File: src/rtl/viterbi_pack_ctrl.sv
// Frame controller for the decoder output bit packer.
// Admits one frame of bits, zero-pads the last byte and tags it.
module viterbi_pack_ctrl #(
  parameter int LEN_W = 16
) (
  input  logic             clk,
  input  logic             rst_n,
  input  logic             start,
  input  logic [LEN_W-1:0] frame_bits,
  input  logic             abort,
  output logic             busy,
  output logic             done,
  output logic [LEN_W-3:0] byte_cnt,
  input  logic             in_bit_valid,
  input  logic             in_bit,
  output logic             in_bit_ready,
  output logic             pk_rst,
  output logic             pk_bit_valid,
  output logic             pk_bit,
  input  logic             pk_out_valid,
  input  logic [7:0]       pk_out_byte,
  output logic             pk_out_ready,
  output logic             out_valid,
  output logic [7:0]       out_byte,
  output logic             out_last,
  input  logic             out_ready
);

  localparam logic [2:0] IDLE   = 3'd0;
  localparam logic [2:0] CLR    = 3'd1;
  localparam logic [2:0] STREAM = 3'd2;
  localparam logic [2:0] PAD    = 3'd3;
  localparam logic [2:0] DRAIN  = 3'd4;
  localparam logic [2:0] DONE   = 3'd5;

  logic [2:0]       state_q, state_d;
  logic [LEN_W-1:0] rem_q, rem_d;
  logic [2:0]       idx_q, idx_d;
  logic             hold_q, hold_d;
  logic [LEN_W-3:0] cnt_q, cnt_d;
  logic             pk_rst_q, pk_rst_d;
  logic             hs;

  assign hs           = pk_out_valid && out_ready;
  assign busy         = (state_q != IDLE);
  assign done         = (state_q == DONE);
  assign byte_cnt     = cnt_q;
  assign pk_rst       = pk_rst_q;
  assign pk_out_ready = out_ready;
  assign out_valid    = pk_out_valid;
  assign out_byte     = pk_out_byte;
  assign out_last     = pk_out_valid && (state_q == DRAIN);

  always_comb begin
    state_d      = state_q;
    rem_d        = rem_q;
    idx_d        = idx_q;
    hold_d       = hold_q;
    cnt_d        = cnt_q;
    pk_rst_d     = 1'b0;
    in_bit_ready = 1'b0;
    pk_bit_valid = 1'b0;
    pk_bit       = 1'b0;
    if (hs && state_q != IDLE) begin
      hold_d = 1'b0;
      cnt_d  = cnt_q + 1'b1;
    end
    case (state_q)
      IDLE: begin
        if (start) begin
          rem_d   = frame_bits;
          cnt_d   = '0;
          idx_d   = '0;
          hold_d  = 1'b0;
          state_d = CLR;
        end
      end
      CLR: state_d = (rem_q == '0) ? DONE : STREAM;
      STREAM: begin
        in_bit_ready = !hold_q;
        if (in_bit_valid && !hold_q) begin
          pk_bit_valid = 1'b1;
          pk_bit       = in_bit;
          rem_d        = rem_q - 1'b1;
          idx_d        = idx_q + 3'd1;
          if (idx_q == 3'd7) hold_d = 1'b1;
          if (rem_q == LEN_W'(1))
            state_d = (idx_q == 3'd7) ? DRAIN : PAD;
        end
      end
      PAD: begin
        if (!hold_q) begin
          pk_bit_valid = 1'b1;
          idx_d        = idx_q + 3'd1;
          if (idx_q == 3'd7) begin
            hold_d  = 1'b1;
            state_d = DRAIN;
          end
        end
      end
      DRAIN:   if (hs) state_d = DONE;
      DONE:    state_d = IDLE;
      default: state_d = IDLE;
    endcase
    if (state_d == CLR) pk_rst_d = 1'b1;
    // Abort drops the frame; the packer is flushed on the way out.
    if (abort && state_q != IDLE) begin
      state_d  = IDLE;
      cnt_d    = cnt_q;
      pk_rst_d = 1'b1;
    end
  end

  always_ff @(posedge clk or negedge rst_n) begin
    if (!rst_n) begin
      state_q  <= IDLE;
      rem_q    <= '0;
      idx_q    <= '0;
      hold_q   <= 1'b0;
      cnt_q    <= '0;
      pk_rst_q <= 1'b1;
    end else begin
      state_q  <= state_d;
      rem_q    <= rem_d;
      idx_q    <= idx_d;
      hold_q   <= hold_d;
      cnt_q    <= cnt_d;
      pk_rst_q <= pk_rst_d;
    end
  end

endmodule

File: config.mk
export PLATFORM = sky130hd
export DESIGN_NAME = viterbi_pack_ctrl
export DESIGN_NICKNAME = d
export VERILOG_FILES = /design/src/rtl/viterbi_pack_ctrl.sv
export SDC_FILE = /design/constraint.sdc
export NUM_CORES = 1
export LEC_CHECK = 0
export CORE_UTILIZATION = 49
export CTS_CLUSTER_SIZE = 14
export DETAILED_ROUTE_END_ITERATION = 10
export HOLD_SLACK_MARGIN = 0.05
export PLACE_DENSITY_LB_ADDON = 0.1
export SYNTH_ARGS = -nofsm -noshare
export SYNTH_HDL_FRONTEND = slang
export SYNTH_SLANG_ARGS = --single-unit
File: constraint.sdc
create_clock -name clk -period 2.6 [get_ports clk]
set_clock_uncertainty 0.1 [all_clocks]
set_input_delay 0.52 -clock clk [delete_from_list [all_inputs] [get_ports clk]]
set_output_delay 0.52 -clock clk [all_outputs]
set_load 0.02 [all_outputs]
* Word level (Yosys, flattened, before mapping)
Index checks and enable logic that the tools add are counted.
** Word-level totals
- Flip-flop bits (word level) :: 38
- Bits of input ports :: 32
- Output and inout port bits :: 31
- Word-level logic and storage cells :: 67
** Cells by class
- Add/subtract/negate cells :: 3
- Eq/ne operators :: 11
- Muxes and demuxes :: 34
- Reduce and logical (&&, ||, !) cells :: 13
** Operators with widths (count)
- 14-bit two-way mux :: 3
- 3-bit two-way mux :: 12
- 16-bit two-way mux :: 2
- 16-bit case mux with 2 select lines :: 1
- 16-bit by 1-bit equality test with 1-bit output, second input constant :: 1
- 16-bit logical NOT :: 1
- 16-bit by 1-bit subtractor with 16-bit output, second input constant :: 1
- 3-bit case mux with 5 select lines :: 1
- 14-bit by 1-bit adder with 14-bit output, second input constant :: 1
- 1-bit two-way mux :: 12
- 3-bit equality test, second input constant :: 3
- 3-bit case mux with 3 select lines :: 1
- 3-bit by 1-bit equality test with 1-bit output, second input constant :: 2
- 3-bit by 2-bit equality test with 1-bit output, second input constant :: 2
- 2-bit inequality test, second input constant :: 3
- 3-bit nonzero test :: 2
- 1-bit logical AND :: 5
- 4-bit AND reduction :: 1
- 3-bit by 1-bit adder with 3-bit output, second input constant :: 1
- 3-bit logical NOT :: 1
- 1-bit case mux with 3 select lines :: 1
- 3-bit AND reduction :: 1
- 1-bit case mux with 2 select lines :: 1
- 2-bit nonzero test :: 1
- 1-bit logical NOT :: 1

* Longest topological paths before layout
- Word-level depth :: 8
- Mapped depth :: 7
- Gate-level depth less buffers :: 6

* Worst setup path after synthesis
OpenSTA, ideal clock, no wires.
- Path kind :: reg-to-output
- Start :: register state_q[2]
- End :: output port in_bit_ready
- Arrival time :: 1.643 ns
- Required time :: 1.980 ns
- Path slack :: 0.337 ns
- Cell stages (with the launch flop) :: 6
- Path buffers :: 3
- Path through :: dfrtp_1 > clkbuf_1 > or3b_2 > clkbuf_1 > clkbuf_1 > nor2_1
** Between the ends
- Cells in the longest elaborated chain, start to end :: 2
** Ends and longest elaborated chain
- from (decl) :: line 36 : logic [2:0] state_q, state_d;
- from (signal assigned) :: line 123 : state_q <= state_d;
- 3-bit by 2-bit equality test with 1-bit output :: line 68 : case (state_q)
- 1-bit two-way mux :: line 68
- to (decl) :: line 16 : output logic in_bit_ready,
Every way passes these cells.

* Final worst setup path
- Start :: input port in_bit_valid
- End :: output port pk_bit_valid
** Between the ends
- Cells in the longest elaborated chain, start to end :: 3
** Ends and longest elaborated chain
- from (decl) :: line 14 : input logic in_bit_valid,
- 1-bit logical AND :: line 81 : if (in_bit_valid && !hold_q) begin
- 1-bit two-way mux :: line 81
- 1-bit case mux with 2 select lines :: line 68
- to (decl) :: line 18 : output logic pk_bit_valid,
Every way passes these cells.

==> results by group <==
Job
  – Max-Cap Viols: 0

Drt
  – Highest metal used: met4
  – Wire length on met3: roughly 190 um
  – # DRC: 0
  – Met2 wire length: 2847 um
  – Avg WL per Cell: ~14 um
  – Via count: ~2,300
  – 1st-iter DRT viols: 149
  – Metal1 wirelength: about 2700 um
  – First-pass iteration count of the detailed router: 4
  – Via/cell ratio: 5.765
  – ANT nets after route: 0
  – Routed WL: 5775 um

Finish
  – Fin util: 65.28%
  – Ant diodes: 0
  – Nets@finish: between 300 and 400
  – Most frequent cells in the layout: clkdlybuf4s50_1 (39), dfrtp_1 (36), o21ai_0 (26), nor2_1 (23), buf_4 (20)
  – Area grow syn2layout: 27.27%
  – Fill count: 425
  – Layout cells sized above 1: 13.21%
  – Most common cell after layout, fill and taps aside: clkdlybuf4s50_1
  – Fin area: about 0.0031 mm^2

CTS
  – Post-cts repair resize count: 4
  – Clock-pin slew on the worst setup and hold paths: 0.08 ns
  – Buffers inserted during post-CTS setup optimization: 0
  – TritonCTS clock tree: done
  – Longest Clk Path Bufs: 2
  – Clock Root Buffer: clkbuf_8
  – Clock sinks: 38
  – Total clock buffers created by CTS: 5
  – Worst-Skew Late Latency: 0.29 ns
  – H-tree level count: 2
  – Cts-stage hold buffer count: 0

Place
  – PortBufs: 46
  – Detailed placement HPWL: 4170 um
  – Placed Area: 0.003020 mm^2
  – Final GP Congestion: about 0.86

Global routing
  – Global-route wire length before repair: just under 10,000 um
  – Overflow after GRT: 0
  – Vias in the first global route: 2,134
  – Initial antenna violation count: 0
  – GRT Overall Usage: 23.42%
  – Maximum number of pins on one net before global-route repair: 27

STA
  – Relative slew margins: 52.67%
  – Setup violators final: 0
  – Peak Freq: 394.4 MHz
  – Hold_ws: 0.05282 ns
  – Crit path time final: approximately 2.5 ns
  – Tcrit/Tclk final: 97.52%
  – Final Hold Viols: 0
  – Worst-margin pin slew: 0.7035 ns
  – Slew Limit Fails: 0
  – Unrepaired setup endpoints after global routing: false
  – Fin Setup TNS: 0 ns

Logic synthesis
  – Dominant synthesized flop cell: dfrtp_1
  – Top cells by area, synth: dfrtp_1 (38%), o21ai_0 (5.3%), nor2_1 (3.7%)
  – Post-synth EDFFs: 0
  – Seq/Total Area, Yosys: 38.79%
  – Synthesized area per cell: 8.614 um^2
  – Syn Inst Count: 285
  – Synth area leader: dfrtp_1
  – Asr flop ratio synth: 100.0%
  – Synth Warn #: 0
  – Netlist cell types: 48
  – Synthesized area: 0.002455 mm^2
  – Syn_nets: between 300 and 400
  – Post-synth top area share: 37.72%
  – Synthesis-stage register bit count: 38

Worst setup path
  – Critical path's slowest cell: clkdlybuf4s50_1
  – CP startpoint: in_bit_valid
  – CP endpoint kind: output pin
  – Crit-path max cell delay: 0.48 ns
  – Crit path DAT: 1.92 ns
  – Critical path launch point type: input port
  – Critical R2R Launch: state_q[2]$_DFF_PN0_
  – Crit path cell chain: clkdlybuf4s50_1 > o211ai_1 > or3b_2 > inv_1 > clkdlybuf4s15_1
  – Crit Path Category: in -> out
  – Worst Path Required: 1.98 ns
  – CP max FO: 2

Worst hold path
  – Hold Path Class: in -> async

Die
  – DIE AREA: 0.005297 mm^2
  – Die width: 72.78 um
  – Initial core utilization: 51.29%
  – Site Rows: 25
  – Die H: 72.78 um
  – Ports: 63
  – Core area: approximately 0.0048 mm^2

Status
  – Status: complete, no violations

Power
  – PwrDens: 879.3 mW/mm^2
  – Total power: 2.747 mW
  – VDD IR max: slightly above 400 uV
  – Leak: ~1.3 nW
==> synth_stat cells, types with 2 or more instances <==
cell type	count
buf_4	10
a32oi_1	4
nand4_1	10
nor4_1	8
inv_1	11
nor3b_1	4
o21ai_0	26
dfrtp_1	37
nor3_1	8
nand3b_1	4
a21boi_0	3
and2_1	6
o22ai_1	2
nor2b_1	6
and3_1	3
o211ai_1	3
a2bb2oi_1	3
nand3_1	9
or4_1	4
nand2_1	11
or2_2	3
nor2_1	24
mux2_2	2
o22a_1	2
mux2i_1	3
xnor2_1	6
clkbuf_1	14
nor4b_1	2
a21oi_1	16
a31oi_1	8
or3b_2	2
a211o_1	2
a22oi_1	5
and3b_1	2
ha_1	6
o31ai_1	4
==> critical path, delay by kind of cell <==
kind | cells | cell delay, ns
buf+inv | 3 | 0.83
simple gates | 1 | 0.47
compound gates | 1 | 0.09
==> per-stage QoR <==
step	worst slack (ns)	cells
5_1_grt	0.003266	400
3_5_place_dp	-0.2390	392
6_report	0.06441	400
2_1_floorplan	0.3370	285
4_1_cts	0.03099	400
3_3_place_gp	-0.2289	392
==> where the power goes <==
part	switching, mW	internal [mW]	total (mW)
logic	0.745	0.599	1.34
clock network	0.219	0.213	0.432
registers	0.199	0.772	0.970
==> kinds of logic after synthesis <==
family / count (synthesis) / share of synthesized area (%)
multiplexers: 5 / 2.141
XOR/XNOR: 6 / 2.141
flip-flops: 38 / 38.79
AO/OA/AOI/OAI: 82 / 21.10
adder cells (fa/ha/maj): 6 / 3.058
AND/OR/NAND/NOR: 111 / 25.54
buffers and inverters: 37 / 7.237
==> worst paths after layout <==
check / to / slack [ns] / cells past startpoint
max in group asynchronous: rem_q[10]$_DFFE_PN0P_ / 1.68 / 2
min in group clk: idx_q[0]$_DFFE_PN0P_ / 0.38 / 1
min reg2reg: idx_q[0]$_DFFE_PN0P_ / 0.38 / 1
min: byte_cnt[8]$_DFFE_PN0N_ / 0.05 / 1
max reg2reg: byte_cnt[11]$_DFFE_PN0N_ / 0.49 / 5
max: pk_bit_valid / 0.06 / 5
==> sequential cells by signal (all words and copies together) (netlist names) <==
register and cells:
byte_cnt 14, hold_q 1, idx_q 3, pk_rst 1, rem_q 16, state_q 3
==> layout make-up <==
| class | instances | area [um^2] | area share [%] |
|---|---|---|---|
| clock inverter | 2 | 12.51 | 0.4005 |
| sequential | 38 | 953.4 | 30.52 |
| inverter | 11 | 41.29 | 1.322 |
| tap | 67 | 83.83 | 2.683 |
| clock buffer | 6 | 82.58 | 2.643 |
| multi-input combinational | 210 | 1340 | 42.89 |
| timing repair buffer | 66 | 610.6 | 19.54 |
==> per-layer routing <==
metal / track usage (%) / vias up
met5: 0 / -
met4: 6.318 / 0
met3: 4.420 / 4
met2: 39.67 / 52
met1: 30.71 / 1107
li1: - / 1143
Power figures use the tool's default switching activity.
==> patch 1 (config.mk and constraints unchanged) <==
`LEN_W`: 16 -> 32.
--- a/src/rtl/viterbi_pack_ctrl.sv
+++ b/src/rtl/viterbi_pack_ctrl.sv
@@ -2,5 +2,5 @@
 // Admits one frame of bits, zero-pads the last byte and tags it.
 module viterbi_pack_ctrl #(
-  parameter int LEN_W = 16
+  parameter int LEN_W = 32
 ) (
   input  logic             clk,
Interface: changed (resized byte_cnt and frame_bits); port bits go from 63 to 95. No check against the original RTL was run, so the function may have changed too.
==> patch 1 against the original RTL <==
- non-clock buffer count increased by 54
- total power grew 60%
- sequential cell count increased by 32
- area after synthesis is 76% higher
- worst setup slack better by 0.028 ns
- sequential power is 80% higher
- routed wire length grew 100%
- cell area rose by 81%
- critical endpoint is now rem_q[13]
- highest routed layer unchanged
==> patch 1: results (changes against the original RTL) <==
complex-gate fraction of the synthesized area=17.3% (-3.8 points); worst-case vdd ir drop=0.419 mV (+0.83%); number of ordinary inverters in the final layout=15 (+4); shortest period the worst path allows=2.51 ns (-0.0280 ns); Die Area=0.00918 mm² (+73%); number of buffers added on ports=78 (+70%); sequential cell area=0.00175 mm² (+84%); FF+latch count=70 (+84%); Non-Clock Buffer Count=120 (+82%); Num CTS Buffers=9 (+4); data arrival time of the critical path=2.68 ns (+0.76 ns); number of multi-input combinational cells in the layout=392 (+87%); RD Place Congestion=0.836 (-2.7%); max FFs per register=32 (+16); H-tree depth reported by CTS=3 (+1); Post-Place Cell Area=0.00541 mm² (+79%); mux contribution to synthesized area=1.22% (-0.92 points); placed insts=701 (+79%); ratio of cells with drive above 1 in the final layout=12.2% (-0.98 points); result of the run=complete, no violations; vias in the first global route=3983 (+87%); Synth Net Count=568 (+76%); global-route wire length before repair=19.1 mm (+97%); element type at the critical path end=flip-flop; CTS resizes=3 (-1); routed vias=4292 (+86%); share of synthesized cell area in full adder, half adder and majority cells=1.74% (-1.3 points); power of the combinational group=0.00162 W (+21%); global-route usage over all layers=26.5% (+3.1 points); # clk buffers=10 (+4); count of hold-fix buffers inserted at cts=1 (+1); fraction of met3 tracks used by global routing=3.71% (-0.71 points); launching point of the worst reg2reg path=rem_q[5]; non-filler cells in the finished layout=718 (+80%); master of the slowest instance on the critical path=or4_1; Pre-antenna DRT Iters=5 (+1); source of the critical timing path=rem_q[5]
==> patch 1: cell count changes after synthesis, moves of 8 or more <==
cell / delta
a21oi_1: +23
clkbuf_1: +8
dfrtp_1: +32
nand2_1: +32
nand3_1: +19
nor2_1: +27
nor3_1: +21
nor4_1: +9
or3_1: +17
xnor2_1: +13
==> patch 1: worst min-delay path by stage <==
stage | startpoint | to | slack, ns
2_1_floorplan | rst_n | byte_cnt[0] | 0.12
3_3_place_gp | rst_n | idx_q[2] | 0.34
3_5_place_dp | rst_n | idx_q[2] | 0.35
4_1_cts | idx_q[2] | idx_q[2] | 0.42
5_1_grt | idx_q[2] | idx_q[2] | 0.44
6_report | idx_q[2] | idx_q[2] | 0.42
==> patch 1: metal layers <==
metal	wire, µm	vias up	share of wire [%]
li1	-	2074	-
met1	5370	2084	46
met2	5520	120	48
met3	566	14	4.9
met4	119	0	1.0
met5	0	-	0
==> patch 2 (config.mk and constraints unchanged) <==
Without the edit above. Register the output `byte_cnt` once more, without a reset; this adds one clock of latency there. The other outputs are not delayed to match.
--- a/src/rtl/viterbi_pack_ctrl.sv
+++ b/src/rtl/viterbi_pack_ctrl.sv
@@ -45,5 +45,7 @@
   assign busy         = (state_q != IDLE);
   assign done         = (state_q == DONE);
-  assign byte_cnt     = cnt_q;
+  always_ff @(posedge clk) begin
+    byte_cnt <= cnt_q;
+  end
   assign pk_rst       = pk_rst_q;
   assign pk_out_ready = out_ready;
Function: changed (Yosys sat finds a counterexample within 4 cycles, from zero or initial values and one cycle with rst_n low).
==> patch 2 against the original RTL <==
- non-clock buffer count shrank 1
- worst hold slack gained 0.17 ns
- routed wire length grew 0.47%
- largest power group is now registers
- critical path type unchanged
- synthesized cell count grew 5.6%
- total power grew 0.23%
- global-route usage shrank 2.5 points
- cell area grew 9.9%
- worst setup slack gained 0.033 ns
- utilization shrank 2.9 points
- count of clock-buffer cells in the layout shrank 1
- sequential cell count grew 14
- area after synthesis grew 14%
==> patch 2: results (changes against the original RTL) <==
internal power=0.00168 W (+5.8%); post-CTS clock slew at the launch and capture registers of the worst setup and hold paths=0.10 ns (+0.02 ns); synth cell count leaders=dfrtp_1, nand2_1, a21oi_1, o21ai_0, nor2_1; library cells used by synthesis=59 (+23%); non-filler cells in the finished layout=419 (+4.8%); relative slew slack=42.0% (-11 points); static leakage=1.48 nW (+13%); Post-Place Cell Area=0.00333 mm² (+10%); slack of the worst reg-to-reg path=0.54 ns (+0.05 ns); ratio of cells with drive above 1 in the final layout=13.0% (-0.24 points); total power after layout=0.00275 W (+0.23%); launching point of the worst reg2reg path=rem_q[2]; Final Routed Wirelength=5.80 mm (+0.47%); data arrival time of the critical path=1.88 ns (-0.04 ns); hpwl dp=4.16 mm (-0.13%); async set or reset register ratio after synthesis=73.1% (-27 points); post-synthesis cell count=301 (+5.6%); mux contribution to synthesized area=4.78% (+2.6 points); maximum fanout encountered on the critical timing path=6 (+4); Synth Net Count=339 (+5.0%); worst-case vdd ir drop=0.436 mV (+5.0%); vias in the first global route=2125 (-0.42%); largest cells by area after synthesis=dfrtp_1, dfxtp_1, nand2_1; final layout net count=384 (+3.8%); share of synthesized cell area in full adder, half adder and majority cells=2.68% (-0.38 points); Worst Reg-to-Reg Cells=4 (-1); complex-gate fraction of the synthesized area=16.2% (-4.9 points); violation count after the first detailed-routing iteration=87 (-42%); Pre-antenna DRT Iters=6 (+2); RD Place Congestion=0.796 (-7.4%); worst slack, placed=-0.0970 ns (+0.142 ns); sequential cell fraction of total power=43.0% (+7.7 points); routed vias=2373 (+2.9%); sequential area share after synthesis=44.0% (+5.2 points); pin count of the biggest net entering global routing=39 (+44%); result of the run=complete, no violations; R2R Path End=state_q[2]; number of buffers added on ports=46 (unchanged)
[patch 2: repair_timing]
action,CTS,global route
gates cloned,0,0
setup endpoints to repair,4,3
hold buffers,0,0
resized for setup,3,3
[patch 2: worst max path at each step]
stage / startpoint / depth (start not counted) / end / slack [ns]
detailed placement: in_bit_valid / 4 / pk_bit_valid / -0.1
finish: pk_out_valid / 3 / out_last / 0.1
global placement: in_bit_valid / 4 / pk_bit_valid / -0.02
global route: state_q[0] / 4 / out_last / 0.05
floorplan: state_q[0] / 5 / in_bit_ready / 0.32
CTS: state_q[1] / 3 / busy / 0.0003
[patch 2: metrics by stage]
stage          TNS [ns]  hold WS [ns]  utilization (%)
2_1_floorplan         0         0.124                -
3_3_place_gp    -0.0202         0.273             60.5
3_5_place_dp    -0.0970         0.285             60.5
4_1_cts               0         0.249             62.2
5_1_grt               0         0.288             62.4
6_report              0         0.220             62.4
[patch 2: layout make-up]
cell class / count / area [µm²]
clock inverters: 3 / 27.5
flip-flops and latches: 52 / 1230
repair buffers: 65 / 601
clock buffers: 5 / 68.8
well taps: 72 / 90.1
fillers: 504 / 2070
multi-input cells: 214 / 1380
inverters: 8 / 30.0
[patch 2: per-layer routing]
| layer | up-vias | part of all wire (%) | global-route usage, % |
|---|---|---|---|
| met5 | - | 0 | 0 |
| met1 | 1133 | 48 | 28.5 |
| met3 | 9 | 3.7 | 3.88 |
| met2 | 52 | 47 | 33.1 |
| li1 | 1179 | - | - |
| met4 | 0 | 1.4 | 7.36 |
[patch 2: critical path, delay by kind of cell]
kind,cells,cell delay [ns]
AND/OR/NAND/NOR,1,0.20
buffers and inverters,2,1.17
